===== src/rtl/rst_seq_if.sv =====
// Trigger inputs and reset/status outputs of the multi-domain reset sequencer.
interface rst_seq_if #(
  parameter int unsigned NUM_DOMAINS = 2,
  parameter int unsigned ESC_LIMIT   = 3
);
  localparam int unsigned ESC_W = $clog2(ESC_LIMIT + 1);

  logic                   i_wdg_to;
  logic                   i_sw_req;
  logic                   i_esc_clr;
  logic [NUM_DOMAINS-1:0] o_dom_res_n;
  logic                   o_busy;
  logic [1:0]             o_cause;
  logic [ESC_W-1:0]       o_esc_cnt;
  logic                   o_fatal;

  modport master (
    output i_wdg_to, i_sw_req, i_esc_clr,
    input  o_dom_res_n, o_busy, o_cause, o_esc_cnt, o_fatal
  );

  modport slave (
    input  i_wdg_to, i_sw_req, i_esc_clr,
    output o_dom_res_n, o_busy, o_cause, o_esc_cnt, o_fatal
  );
endinterface


===== src/rtl/rst_seq_ctrl.sv =====
// Multi-domain reset sequencer: releases domains in index order with per-domain
// hold and inter-domain padding, restarts on watchdog/software edges, escalates to FATAL.
module rst_seq_ctrl #(
  parameter int unsigned                       NUM_DOMAINS    = 2,
  parameter int unsigned                       CNT_WIDTH      = 8,
  parameter logic [NUM_DOMAINS*CNT_WIDTH-1:0]  DOMAIN_HOLD    = {8'd60, 8'd5},
  parameter int unsigned                       PADDING_CYCLES = 1,
  parameter int unsigned                       ESC_LIMIT      = 3
) (
  input  logic     clk,
  input  logic     res_n,
  rst_seq_if.slave bus
);

  localparam int unsigned IDX_W = (NUM_DOMAINS > 1) ? $clog2(NUM_DOMAINS) : 1;
  localparam int unsigned ESC_W = $clog2(ESC_LIMIT + 1);

  localparam logic [IDX_W-1:0]     LAST_IDX  = IDX_W'(NUM_DOMAINS - 1);
  localparam logic [CNT_WIDTH-1:0] PAD_LAST  =
    CNT_WIDTH'((PADDING_CYCLES == 0) ? 0 : PADDING_CYCLES - 1);
  localparam logic [ESC_W-1:0]     ESC_MAX   = ESC_W'(ESC_LIMIT);
  localparam logic [1:0]           CAUSE_POR = 2'b00;
  localparam logic [1:0]           CAUSE_WDG = 2'b01;
  localparam logic [1:0]           CAUSE_SW  = 2'b10;

  typedef enum logic [1:0] {S_HOLD, S_PAD, S_RUN, S_FATAL} state_t;

  state_t                 state_q, state_nxt;
  logic [IDX_W-1:0]       idx_q, idx_nxt;
  logic [CNT_WIDTH-1:0]   cnt_q, cnt_nxt;
  logic [NUM_DOMAINS-1:0] dom_q, dom_nxt;
  logic                   busy_q, busy_nxt;
  logic [1:0]             cause_q, cause_nxt;
  logic [ESC_W-1:0]       esc_q, esc_nxt;
  logic                   fatal_q, fatal_nxt;
  logic                   wdg_q, wdg_qq, sw_q, sw_qq;

  logic                   wdg_rise, sw_rise;
  logic [CNT_WIDTH-1:0]   hold_cur, hold_last;
  logic [ESC_W-1:0]       esc_inc;

  // State register plus registered outputs and the two-stage edge detectors.
  always_ff @(posedge clk or negedge res_n) begin
    if (!res_n) begin
      state_q <= S_HOLD;
      idx_q   <= '0;
      cnt_q   <= '0;
      dom_q   <= '0;
      busy_q  <= 1'b1;
      cause_q <= CAUSE_POR;
      esc_q   <= '0;
      fatal_q <= 1'b0;
      wdg_q   <= 1'b0;
      wdg_qq  <= 1'b0;
      sw_q    <= 1'b0;
      sw_qq   <= 1'b0;
    end else begin
      state_q <= state_nxt;
      idx_q   <= idx_nxt;
      cnt_q   <= cnt_nxt;
      dom_q   <= dom_nxt;
      busy_q  <= busy_nxt;
      cause_q <= cause_nxt;
      esc_q   <= esc_nxt;
      fatal_q <= fatal_nxt;
      wdg_q   <= bus.i_wdg_to;
      wdg_qq  <= wdg_q;
      sw_q    <= bus.i_sw_req;
      sw_qq   <= sw_q;
    end
  end

  // Next state and next registered outputs.
  always_comb begin
    state_nxt = state_q;
    idx_nxt   = idx_q;
    cnt_nxt   = cnt_q;
    dom_nxt   = dom_q;
    cause_nxt = cause_q;
    esc_nxt   = esc_q;
    wdg_rise  = wdg_q & ~wdg_qq;
    sw_rise   = sw_q & ~sw_qq;
    hold_cur  = DOMAIN_HOLD[idx_q*CNT_WIDTH +: CNT_WIDTH];
    hold_last = (hold_cur == '0) ? '0 : hold_cur - CNT_WIDTH'(1);
    esc_inc   = (esc_q == ESC_MAX) ? esc_q : esc_q + ESC_W'(1);

    case (state_q)
      S_HOLD: begin
        if (cnt_q == hold_last) begin
          dom_nxt[idx_q] = 1'b1;
          cnt_nxt        = '0;
          if (idx_q == LAST_IDX) begin
            state_nxt = S_RUN;
          end else if (PADDING_CYCLES == 0) begin
            idx_nxt = idx_q + IDX_W'(1);
          end else begin
            state_nxt = S_PAD;
          end
        end else begin
          cnt_nxt = cnt_q + CNT_WIDTH'(1);
        end
      end
      S_PAD: begin
        if (cnt_q == PAD_LAST) begin
          state_nxt = S_HOLD;
          idx_nxt   = idx_q + IDX_W'(1);
          cnt_nxt   = '0;
        end else begin
          cnt_nxt = cnt_q + CNT_WIDTH'(1);
        end
      end
      S_RUN: begin
        if (bus.i_esc_clr) esc_nxt = '0;
      end
      default: ;
    endcase

    // A trigger restarts from domain 0; the watchdog wins a tie and may escalate.
    if ((state_q != S_FATAL) && (wdg_rise || sw_rise)) begin
      dom_nxt   = '0;
      idx_nxt   = '0;
      cnt_nxt   = '0;
      state_nxt = S_HOLD;
      if (wdg_rise) begin
        cause_nxt = CAUSE_WDG;
        esc_nxt   = esc_inc;
        if (esc_inc == ESC_MAX) state_nxt = S_FATAL;
      end else begin
        cause_nxt = CAUSE_SW;
      end
    end

    if (state_nxt == S_FATAL) dom_nxt = '0;
    busy_nxt  = (state_nxt != S_RUN);
    fatal_nxt = (state_nxt == S_FATAL);
  end

  assign bus.o_dom_res_n = dom_q;
  assign bus.o_busy      = busy_q;
  assign bus.o_cause     = cause_q;
  assign bus.o_esc_cnt   = esc_q;
  assign bus.o_fatal     = fatal_q;

endmodule


===== src/flat_wrapper.sv =====
// flat-port wrapper written by rule: the top's interface ports become plain ports
module rst_seq_ctrl_flat 
#(
  parameter int unsigned                       NUM_DOMAINS    = 2,
  parameter int unsigned                       CNT_WIDTH      = 8,
  parameter logic [NUM_DOMAINS*CNT_WIDTH-1:0]  DOMAIN_HOLD    = {8'd60, 8'd5},
  parameter int unsigned                       PADDING_CYCLES = 1,
  parameter int unsigned                       ESC_LIMIT      = 3
)
  (clk, res_n, bus_i_wdg_to, bus_i_sw_req, bus_i_esc_clr, bus_o_dom_res_n, bus_o_busy, bus_o_cause, bus_o_esc_cnt, bus_o_fatal);
  rst_seq_if #(.NUM_DOMAINS(NUM_DOMAINS), .ESC_LIMIT(ESC_LIMIT)) bus_i ();
  input  logic clk;
  input  logic res_n;
  input wire logic [$bits(bus_i.i_wdg_to)-1:0] bus_i_wdg_to;
  input wire logic [$bits(bus_i.i_sw_req)-1:0] bus_i_sw_req;
  input wire logic [$bits(bus_i.i_esc_clr)-1:0] bus_i_esc_clr;
  output wire logic [$bits(bus_i.o_dom_res_n)-1:0] bus_o_dom_res_n;
  output wire logic [$bits(bus_i.o_busy)-1:0] bus_o_busy;
  output wire logic [$bits(bus_i.o_cause)-1:0] bus_o_cause;
  output wire logic [$bits(bus_i.o_esc_cnt)-1:0] bus_o_esc_cnt;
  output wire logic [$bits(bus_i.o_fatal)-1:0] bus_o_fatal;
  assign bus_i.i_wdg_to = bus_i_wdg_to;
  assign bus_i.i_sw_req = bus_i_sw_req;
  assign bus_i.i_esc_clr = bus_i_esc_clr;
  assign bus_o_dom_res_n = bus_i.o_dom_res_n;
  assign bus_o_busy = bus_i.o_busy;
  assign bus_o_cause = bus_i.o_cause;
  assign bus_o_esc_cnt = bus_i.o_esc_cnt;
  assign bus_o_fatal = bus_i.o_fatal;
  rst_seq_ctrl #(.NUM_DOMAINS(NUM_DOMAINS), .CNT_WIDTH(CNT_WIDTH), .DOMAIN_HOLD(DOMAIN_HOLD), .PADDING_CYCLES(PADDING_CYCLES), .ESC_LIMIT(ESC_LIMIT)) u_core (.clk(clk), .res_n(res_n), .bus(bus_i));
endmodule

===== config.mk =====
export PLATFORM = sky130hd
export DESIGN_NAME = rst_seq_ctrl_flat
export DESIGN_NICKNAME = d
export VERILOG_FILES = /design/src/rtl/rst_seq_if.sv /design/src/rtl/rst_seq_ctrl.sv /design/src/flat_wrapper.sv
export SDC_FILE = /design/constraint.sdc
export NUM_CORES = 1
export LEC_CHECK = 0
export BUFFER_PORTS_ARGS = -buffer_cell sky130_fd_sc_hd__clkbuf_2
export CAP_MARGIN = 10
export CORE_AREA = 2 2 48 50
export CTS_BUF_LIST = sky130_fd_sc_hd__clkbuf_8
export CTS_CLUSTER_DIAMETER = 80
export CTS_CLUSTER_SIZE = 8
export DETAILED_ROUTE_END_ITERATION = 8
export DIE_AREA = 0 0 50 52
export PLACE_DENSITY = 0.77
export SLEW_MARGIN = 5
export SYNTH_ARGS = -nofsm -noshare
export SYNTH_HDL_FRONTEND = slang
export SYNTH_SLANG_ARGS = --single-unit

===== constraint.sdc =====
create_clock -name clk -period 2.2 [get_ports clk]
set_input_delay 0.22 -clock clk [delete_from_list [all_inputs] [get_ports clk]]
set_output_delay 0.22 -clock clk [all_outputs]
set_load 0.005 [all_outputs]

==> results of run 1 <==
final cells by class:
class	count	area share [%]
flip-flops and latches	23	45.1
clock buffers	3	3.23
repair buffers	14	6.07
well taps	28	2.74
inverters	4	1.17
multi-input cells	86	41.4
clock inverters	1	0.294
kinds of logic (layout without fill, tap and decap cells):
kind of cell,after synthesis,after routing
compound gates,33,33
xor+xnor,5,5
fa+ha+maj,2,2
buf+inv,10,22
flops,23,23
simple gates,46,46
worst paths after layout:
path / startpoint / end
max: u_core.idx_q$_DFFE_PN0P_ / u_core.bus.o_busy$_DFF_PN1_
min: bus_i_sw_req / u_core.sw_q$_DFF_PN0_
max reg2reg: u_core.idx_q$_DFFE_PN0P_ / u_core.bus.o_busy$_DFF_PN1_
min reg2reg: u_core.sw_q$_DFF_PN0_ / u_core.sw_qq$_DFF_PN0_
max in group asynchronous: res_n / u_core.bus.o_busy$_DFF_PN1_
min in group asynchronous: res_n / u_core.idx_q$_DFFE_PN0P_
per-layer routing:
metal / vias to the layer above / track usage [%]
li1: 443 / -
met1: 429 / 30.0
met2: 28 / 30.0
met3: 7 / 4.02
met4: 0 / 9.72
met5: - / 0
flip-flops by register name, summed over array words and instances (netlist names):
register	count
u_core.sw_qq	1
u_core.bus.o_dom_res_n	2
u_core.wdg_q	1
u_core.bus.o_cause	2
u_core.bus.o_busy	1
u_core.cnt_q	8
u_core.bus.o_esc_cnt	2
u_core.state_q	2
u_core.idx_q	1
u_core.sw_q	1
u_core.bus.o_fatal	1
u_core.wdg_qq	1
power by group:
part           internal (mW)  switching, mW
registers              0.504          0.109
logic                  0.143          0.198
clock network          0.125          0.134
worst register-to-register path, stage by stage, from the launching register on:
cell	delay, ps
dfrtp_1	490
or4b_4	570
a221oi_4	370
a21oi_1	110
or3_1	320
placed cells by master (no fill, tap or decap), types with 2 or more instances in the layout:
cell type	netlist	final
clkbuf_2	0	12
xnor2_1	5	5
nor2_1	12	12
nand2_1	11	11
dfrtp_1	22	22
a21oi_1	12	12
clkbuf_8	1	3
o21ai_0	9	9
nor2b_1	2	2
and3_1	2	2
nand3_1	8	8
ha_1	2	2
inv_1	4	5
or3_1	2	2
per-stage QoR:
| step | instances | power (mW) | cell area (sq um) |
|---|---|---|---|
| final | 159 | 1.21 | 1280 |
| after global routing | 159 | 1.30 | 1280 |
| after CTS | 159 | 1.21 | 1280 |
| after detailed placement | 154 | 0.952 | 1220 |
| after global placement | 154 | 0.943 | 1220 |
| after floorplan | 119 | 0.840 | 1160 |
Yosys cell counts (all sizes together) (3+ instances only):
master / number / share of area, %
buf: 3 / 1.5
nand3: 8 / 3.5
a21oi: 12 / 5.2
dfrtp: 22 / 47
o21ai: 11 / 5.1
nor2: 12 / 3.9
clkbuf: 3 / 1.8
nand2: 12 / 4.1
xnor2: 5 / 3.8
inv: 4 / 1.3
==> key figures, run 1 <==
Critical path
  • CP cell instances: or4b_4, a221oi_4, a21oi_1, or3_1
  • Startpoint types: flop
  • Required @ worst endpoint: 2390 ps
  • Delay-heaviest family, CP: simple AND/OR/NAND/NOR gates
  • Critical Path AT: 2130 ps
  • Cell count along the critical path: 4
  • Type of the worst setup path: reg2reg
  • Crit-path slowest cell: or4b_4
  • Crit-path max FO: 11
  • R2R cell count: 4
  • Slowest cell delay on critical path: 570 ps
  • Reg2reg setup slack: 260 ps
  • Crit path buf inv count: 0
  • Crit end category: flop

Floorplanning
  • Core area: approximately 2100 sq um
  • Die height: 52 um
  • Initial Util: 55.1%
  • Chip Width: 50 um
  • Die Area: roughly 2600 sq um
  • Site Rows: 17
  • I/O pins: 13

Detailed routing
  • Final wirelength: roughly 2.3 mm
  • # DRC: 0
  • Top sig layer: met4
  • Met2 WL: 1.06 mm
  • Via/cell ratio: 5.70
  • WL met3: 93 um
  • Antenna Violating Nets Remaining: 0
  • WL met1: 1.08 mm
  • Wire per inst: 14.3 um
  • Via Count: 907
  • Detailed Routing Iterations Pass 1: 4
  • DR iter-0 viols: 17

Power and ir drop
  • Maximum VDD drop: 0.551 mV
  • Power Dens Cells: 948 nW/um^2
  • Leak Pwr: 0.575 nW

Timing
  • Period utilisation layout: 88.1%
  • Count of final hold-check violations: 0
  • Fmax: 516 MHz
  • Worst-margin pin slew: 567 ps
  • Final WS setup: 263 ps
  • Max_slew headroom: 62.2%
  • Hold slack: 56.7 ps
  • Sum Neg Setup Slack: 0 ps
  • Final setup violation count: 0
  • Clock Skews: 2.21 ps
  • Max-slew violations: 0
  • RSZ-0062 raised after global routing: no
  • Min Tclk post-route: approximately 1900 ps

Logic synthesis
  • Sequential share of the synthesized area: 49.7%
  • Ys flop type: dfrtp_1
  • Cell count after synthesis: 119
  • EDFF count, synth: 0
  • Post-synthesis compound-gate area fraction: 19.7%
  • Synth cell types: 38
  • YS warnings: 0
  • Area share of xor/xnor cells in the synthesized design: under 10%
  • Syn Area/Cell: 9.75 sq um
  • Post-Syn Nets: 126
  • Post-synth ARST share: between 90% and 100%
  • Synth Area in Simple Gates: 20.0%
  • Adder-Cell Fraction of Synth Area: roughly 2.2%
  • Proportion of synthesized area in mux cells: 0%
  • Largest family of logic cells by synthesized area: simple AND/OR/NAND/NOR gates
  • Cell Area, Synth: 1160 sq um
  • Yosys reg bits: 23

Cells and area
  • Multi-input gate area: 529 sq um
  • Fin nets: 139
  • Sequential Area: between 500 and 600 sq um
  • Area Growth Syn to Fin: 10.2%
  • Final core occ: roughly three fifths
  • Fill cells: 175
  • N_diodes: 0
  • Fraction of layout cells with a size suffix above 1: 19.1%

Min path
  • Hold Path Cell Cnt: 1
  • Hold/Removal Path Class: in2reg

Clock network
  • Hold Buf Count CTS: 1
  • Post-CTS sizing: 0
  • CTS Buf Count: 3
  • Num Clock Sinks: 23
  • H-tree Lvls: 1
  • Clk buf depth: 2
  • Post-CTS Setup Inserts: 0
  • CTS tree: built
  • CTS Root Cell: clkbuf_8
  • Clock-pin slew on the worst setup and hold paths: ~80 ps
  • Clock latency on the worst-skew pair: 260 ps

Global route
  • Initial antenna violation count: 0
  • Largest net degree at the start of global routing: 24
  • GRT overflow: 0
  • Total GRT Usage: about a fifth
  • First-pass GRT wire length: 3.99 mm
  • Vias in the first global route: around 860

Place
  • Hpwl dp: 1.60 mm
  • Gpl congestion: 0.789
  • # port buffers: 12
  • DP Worst Slack: 302 ps

Outcome
  • Status: finished clean

Job
  • Max-cap violations: 0
No activity file was read; power rests on OpenSTA's default activity.
==> run 2, diff against run 1 <==
CAP_MARGIN = 20   (was 10)
CORE_AREA = 2 2 53 45   (was 2 2 48 50)
DIE_AREA = 0 0 55 47   (was 0 0 50 52)
PLACE_DENSITY = 0.78   (was 0.77)
==> run 2 against run 1 <==
Compared with the run above: register-to-register slack lost 20 ps; wire length grew 8.6%; die area shrank 0.58%; first-iteration DRC count grew 29%; critical path depth is the same; core utilization grew 1.2 points; final cell count shrank 1.9%; sequential share of layout area is the same; flip-flop and latch count is the same; global-route usage grew 0.59 points; sequential power is essentially flat; fmax shrank 1.3%; critical path type unchanged; largest cell class unchanged.
==> key figures, run 2 (synthesis results as in run 1) <==
Outcome
  • Status: finished clean

Cells and area
  • Fill cells: 173
  • Max reg flops: 8
  • Fraction of layout cells with a size suffix above 1: 19.8%
  • Most common cell after layout, fill and taps aside: dfrtp_1
  • Area Growth Syn to Fin: 10.2%
  • Most frequent cells in the layout: dfrtp_1 (22), nor2_1 (12), a21oi_1 (12), clkbuf_2 (12), nand2_1 (11)
  • Final core occ: 61.9%
  • N_diodes: 0
  • Top reg by flops: u_core.cnt_q
  • Fin nets: 139

Detailed routing
  • # DRC: 0
  • WL met3: about 130 um
  • Antenna Violating Nets Remaining: 0
  • Detailed Routing Iterations Pass 1: 4
  • Top sig layer: met4
  • Wire per inst: ~16 um
  • Met2 WL: roughly 1.2 mm
  • Final wirelength: 2.47 mm
  • Via/cell ratio: 5.92
  • Via Count: 924
  • DR iter-0 viols: 22
  • WL met1: 1.12 mm

Global route
  • GRT overflow: 0
  • Total GRT Usage: 21.4%
  • Initial antenna violation count: 0
  • Largest net degree at the start of global routing: 24
  • First-pass GRT wire length: ~3.7 mm
  • Vias in the first global route: 834

Timing
  • Final WS setup: 238 ps
  • Sum Neg Setup Slack: 0 ps
  • Hold slack: 50.3 ps
  • RSZ-0062 raised after global routing: no
  • Fmax: 510 MHz
  • Min Tclk post-route: 1960 ps
  • Clock Skews: 2.56 ps
  • Worst-margin pin slew: 579 ps
  • Max_slew headroom: just over 60%
  • Count of final hold-check violations: 0
  • Final setup violation count: 0
  • Max-slew violations: 0
  • Period utilisation layout: 89.2%

Clock network
  • H-tree Lvls: 1
  • Clock-pin slew on the worst setup and hold paths: 90 ps
  • Clock latency on the worst-skew pair: ~270 ps
  • Num Clock Sinks: 23
  • Post-CTS sizing: 0
  • CTS Buf Count: 3
  • CTS tree: built
  • CTS Root Cell: clkbuf_8
  • Clk buf depth: 2

Floorplanning
  • Chip Width: 55 um
  • Site Rows: 15
  • I/O pins: 13
  • Die Area: 2590 sq um
  • Die height: 47 um
  • Core area: 2060 sq um
  • Initial Util: 56.2%

Power and ir drop
  • Total power draw: 1.24 mW
  • Maximum VDD drop: a little under 0.8 mV
  • Leak Pwr: 0.570 nW
  • Power Dens Cells: about 970 nW/um^2

Critical path
  • Start of the worst register-to-register path: u_core.idx_q$_DFFE_PN0P_
  • R2R cell count: 4
  • Type of the worst setup path: reg2reg
  • Crit-path max FO: 11
  • Startpoint types: flop
  • Crit end category: flop
  • Critical Path AT: 2160 ps
  • Required @ worst endpoint: ~2400 ps
  • Reg2reg setup slack: 240 ps
  • FF-to-FF End: u_core.bus.o_busy$_DFF_PN1_

Place
  • Hpwl dp: between 1.5 and 2 mm
  • Gpl congestion: 0.866
  • DP Worst Slack: 282 ps
  • # port buffers: 12

Min path
  • Hold/Removal Path Class: in2reg
  • Hold Path Cell Cnt: 1
  • Endpoint of the worst hold path: u_core.sw_q$_DFF_PN0_
  • Hold_sp: bus_i_sw_req

Job
  • Max-cap violations: 0
-- run 2: routing by layer --
layer  vias up  global-route usage, %
li1        447                      -
met4         0                   4.39
met5         -                      0
met3         4                   6.69
met2        37                   36.9
met1       436                   26.7
-- run 2: how the worst max path moves through the flow --
| stage | slack, ps | cells past startpoint | from | endpoint |
|---|---|---|---|---|
| after floorplan | 440 | 4 | u_core.cnt_q[0]$_DFFE_PN0P_ | u_core.bus.o_busy$_DFF_PN1_ |
| after global placement | 340 | 4 | u_core.idx_q$_DFFE_PN0P_ | u_core.bus.o_busy$_DFF_PN1_ |
| after detailed placement | 280 | 4 | u_core.idx_q$_DFFE_PN0P_ | u_core.bus.o_busy$_DFF_PN1_ |
| after CTS | 260 | 4 | u_core.idx_q$_DFFE_PN0P_ | u_core.bus.o_busy$_DFF_PN1_ |
| after global routing | 130 | 5 | u_core.wdg_q$_DFF_PN0_ | u_core.cnt_q[7]$_DFFE_PN0P_ |
| final | 240 | 4 | u_core.idx_q$_DFFE_PN0P_ | u_core.bus.o_busy$_DFF_PN1_ |
-- run 2: stage by stage --
step	instances	instance area, sq um
finish	156	1280
detailed placement	151	1220
CTS	156	1280
floorplan	119	1160
global route	156	1280
global placement	151	1220
-- run 2: what timing repair did --
action	4_1_cts	5_1_grt
endpoints found under the hold margin	22	0
hold buffers	1	0
buffers inserted	0	0
-- run 2: power breakdown --
part | leakage, nW | internal (mW) | switching [mW] | total (mW)
clock network | 0.0217 | 0.128 | 0.146 | 0.274
registers | 0.293 | 0.504 | 0.112 | 0.615
logic | 0.255 | 0.144 | 0.205 | 0.349
-- run 2: cell type report --
| type | instances | area (sq um) | share of cell area, % |
|---|---|---|---|
| timing repair buffer | 14 | 77.6 | 6.07 |
| tap | 25 | 31.3 | 2.45 |
| inverter | 4 | 15.0 | 1.17 |
| clock buffer | 3 | 41.3 | 3.23 |
| multi-input combinational | 86 | 529 | 41.4 |
| sequential | 23 | 577 | 45.1 |
| clock inverter | 1 | 7.51 | 0.587 |
-- run 2: worst max-delay path, cell delays in order, from the launching register on --
cell and delay, ps:
dfrtp_1 490, or4b_4 570, a221oi_4 370, a21oi_1 120
or3_1 330
==> run 3, diff against run 2 <==
clock period = 2.5 ns   (was 2.2 ns; I/O delays follow)
==> run 3 against run 2 <==
Compared with the run above: total power fell by 14%; register-to-register slack improved by 330 ps; sequential power fell by 12%; setup slack improved by 330 ps; highest routed layer unchanged; global-route usage rose by 0.89 points; fmax rose by 1.3%; combinational power fell by 14%; final cell count fell by 0.64%; die area did not move; via count fell by 0.76%; non-clock buffer count fell by 1.
==> key figures, run 3 (synthesis results as in run 1) <==
Clock network
  • Clk buf depth: 2
  • Clock-pin slew on the worst setup and hold paths: 80 ps
  • Post-CTS Setup Inserts: 0
  • Hold Buf Count CTS: 1
  • CTS Buf Count: 3
  • Post-CTS sizing: 0
  • Num Clock Sinks: 23
  • H-tree Lvls: 1
  • Clock latency on the worst-skew pair: 260 ps
  • CTS tree: built
  • CTS Root Cell: clkbuf_8

Timing
  • Min Tclk post-route: between 1500 and 2000 ps
  • Period utilisation layout: 77.4%
  • Max-slew violations: 0
  • Final setup violation count: 0
  • Clock Skews: 4.58 ps
  • Max_slew headroom: 62.9%
  • Worst-margin pin slew: 557 ps
  • RSZ-0062 raised after global routing: no
  • Count of final hold-check violations: 0
  • Sum Neg Setup Slack: 0 ps
  • Final WS setup: 564 ps
  • Fmax: 517 MHz

Power and ir drop
  • Psw: 391 uW
  • Power Dens Cells: between 800 and 900 nW/um^2
  • P_int: 675 uW
  • Leak Pwr: 0.571 nW
  • Clk pwr share: 21.0%
  • Comb power frac: 28.1%
  • Total power draw: 1.07 mW
  • Maximum VDD drop: 0.653 mV
  • Sw Share: 36.7%
  • Sequential share of power: 50.9%

Global route
  • Vias in the first global route: 882
  • Initial antenna violation count: 0
  • First-pass GRT wire length: 3.93 mm
  • Total GRT Usage: 22.3%
  • GRT overflow: 0
  • Largest net degree at the start of global routing: 24

Detailed routing
  • Antenna Violating Nets Remaining: 0
  • Final wirelength: 2.29 mm
  • Wire per inst: 14.8 um
  • # DRC: 0
  • Via/cell ratio: roughly 5.9
  • Via Count: 917
  • Detailed Routing Iterations Pass 1: 4
  • DR iter-0 viols: 16

Job
  • Max-cap violations: 0

Floorplanning
  • Die Area: 2590 sq um
  • Chip Width: about 55 um
  • Site Rows: 15
  • Die height: between 40 and 50 um
  • I/O pins: 13
  • Initial Util: 56.2%
  • Core area: 2060 sq um

Place
  • Gpl congestion: just over 0.8
  • # port buffers: 12
  • Hpwl dp: 1.73 mm
  • DP Worst Slack: around 590 ps
  • Placed cells: 150

Cells and area
  • Multi-input gate area: roughly 530 sq um
  • Sequential Area: 577 sq um
  • Most common cell after layout, fill and taps aside: dfrtp_1
  • Fraction of layout cells with a size suffix above 1: 18.5%
  • Fill cells: 186
  • Area Growth Syn to Fin: 9.28%
  • Layout Cells excl Fill: about 160
  • Most frequent cells in the layout: dfrtp_1 (22), nor2_1 (12), a21oi_1 (12), clkbuf_2 (12), nand2_1 (11)
  • N_diodes: 0
  • Top reg by flops: u_core.cnt_q
  • Fin nets: 138
  • Max reg flops: 8

Critical path
  • Required @ worst endpoint: 2650 ps
  • Worst Setup SP: u_core.wdg_q$_DFF_PN0_
  • Crit-path max FO: 8
  • Critical Path AT: 2090 ps
  • Startpoint types: flop
  • Type of the worst setup path: reg2reg
  • Crit end category: flop
  • Start of the worst register-to-register path: u_core.wdg_q$_DFF_PN0_

Outcome
  • Status: finished clean

Min path
  • Hold/Removal Path Class: in2reg
  • Hold_sp: bus_i_wdg_to
==> run 3: cell types whose count changed in the layout (fill, tap and decap cells not counted), sizes merged <==
cell / previous run / this run
clkinvlp: 1 / 0
inv: 4 / 5
buf: 1 / 0
==> run 3: final cells by class <==
cell class | count | share of cell area [%]
clock inverter | 1 | 0.296
multi-input combinational | 86 | 41.8
clock buffer | 3 | 3.26
inverter | 4 | 1.18
timing repair buffer | 13 | 5.53
tap | 25 | 2.47
sequential | 23 | 45.5
==> run 3: worst paths after layout <==
path | to | slack [ps] | cells past startpoint
worst max register to register | u_core.cnt_q[7]$_DFFE_PN0P_ | 560 | 5
worst min-delay path | u_core.wdg_q$_DFF_PN0_ | 90 | 1
worst min register to register | u_core.sw_qq$_DFF_PN0_ | 380 | 0
max in group asynchronous | u_core.wdg_q$_DFF_PN0_ | 1630 | 2
min in group asynchronous | u_core.bus.o_dom_res_n[1]$_DFFE_PN0P_ | 500 | 2
worst max-delay path | u_core.cnt_q[7]$_DFFE_PN0P_ | 560 | 5
==> run 3: critical path, cell delays in order (launching register included) <==
cell and delay, ps:
dfrtp_1 360, nor2b_1 420, o21ai_1 250, a2111oi_0 560, xnor2_1 180, nor2_1 60
==> run 3: through the flow <==
| stage | area, sq um | utilization, % | hold slack, ps |
|---|---|---|---|
| 6_report | 1270 | 61.4 | 92.5 |
| 5_1_grt | 1270 | 61.4 | 73.3 |
| 3_5_place_dp | 1210 | 58.7 | 267 |
| 4_1_cts | 1270 | 61.4 | 84.8 |
| 2_1_floorplan | 1160 | - | -45.6 |
| 3_3_place_gp | 1210 | 58.7 | 257 |
==> run 3: power by group through the flow <==
| stage | sequential, mW | clock (mW) | combinational, mW |
|---|---|---|---|
| final | 0.543 | 0.224 | 0.299 |
| after global routing | 0.558 | 0.245 | 0.344 |
| after CTS | 0.540 | 0.228 | 0.301 |
| after detailed placement | 0.548 | 0 | 0.298 |
| after global placement | 0.541 | 0 | 0.282 |
| after floorplan | 0.504 | 0 | 0.235 |
==> run 3: routing by layer <==
metal | track usage, % | up-vias | part of all wire, %
met5 | 0 | - | 0
met4 | 7.80 | 0 | 0.92
met3 | 6.69 | 2 | 4.9
met2 | 35.5 | 26 | 47
met1 | 29.2 | 445 | 47
li1 | - | 444 | -
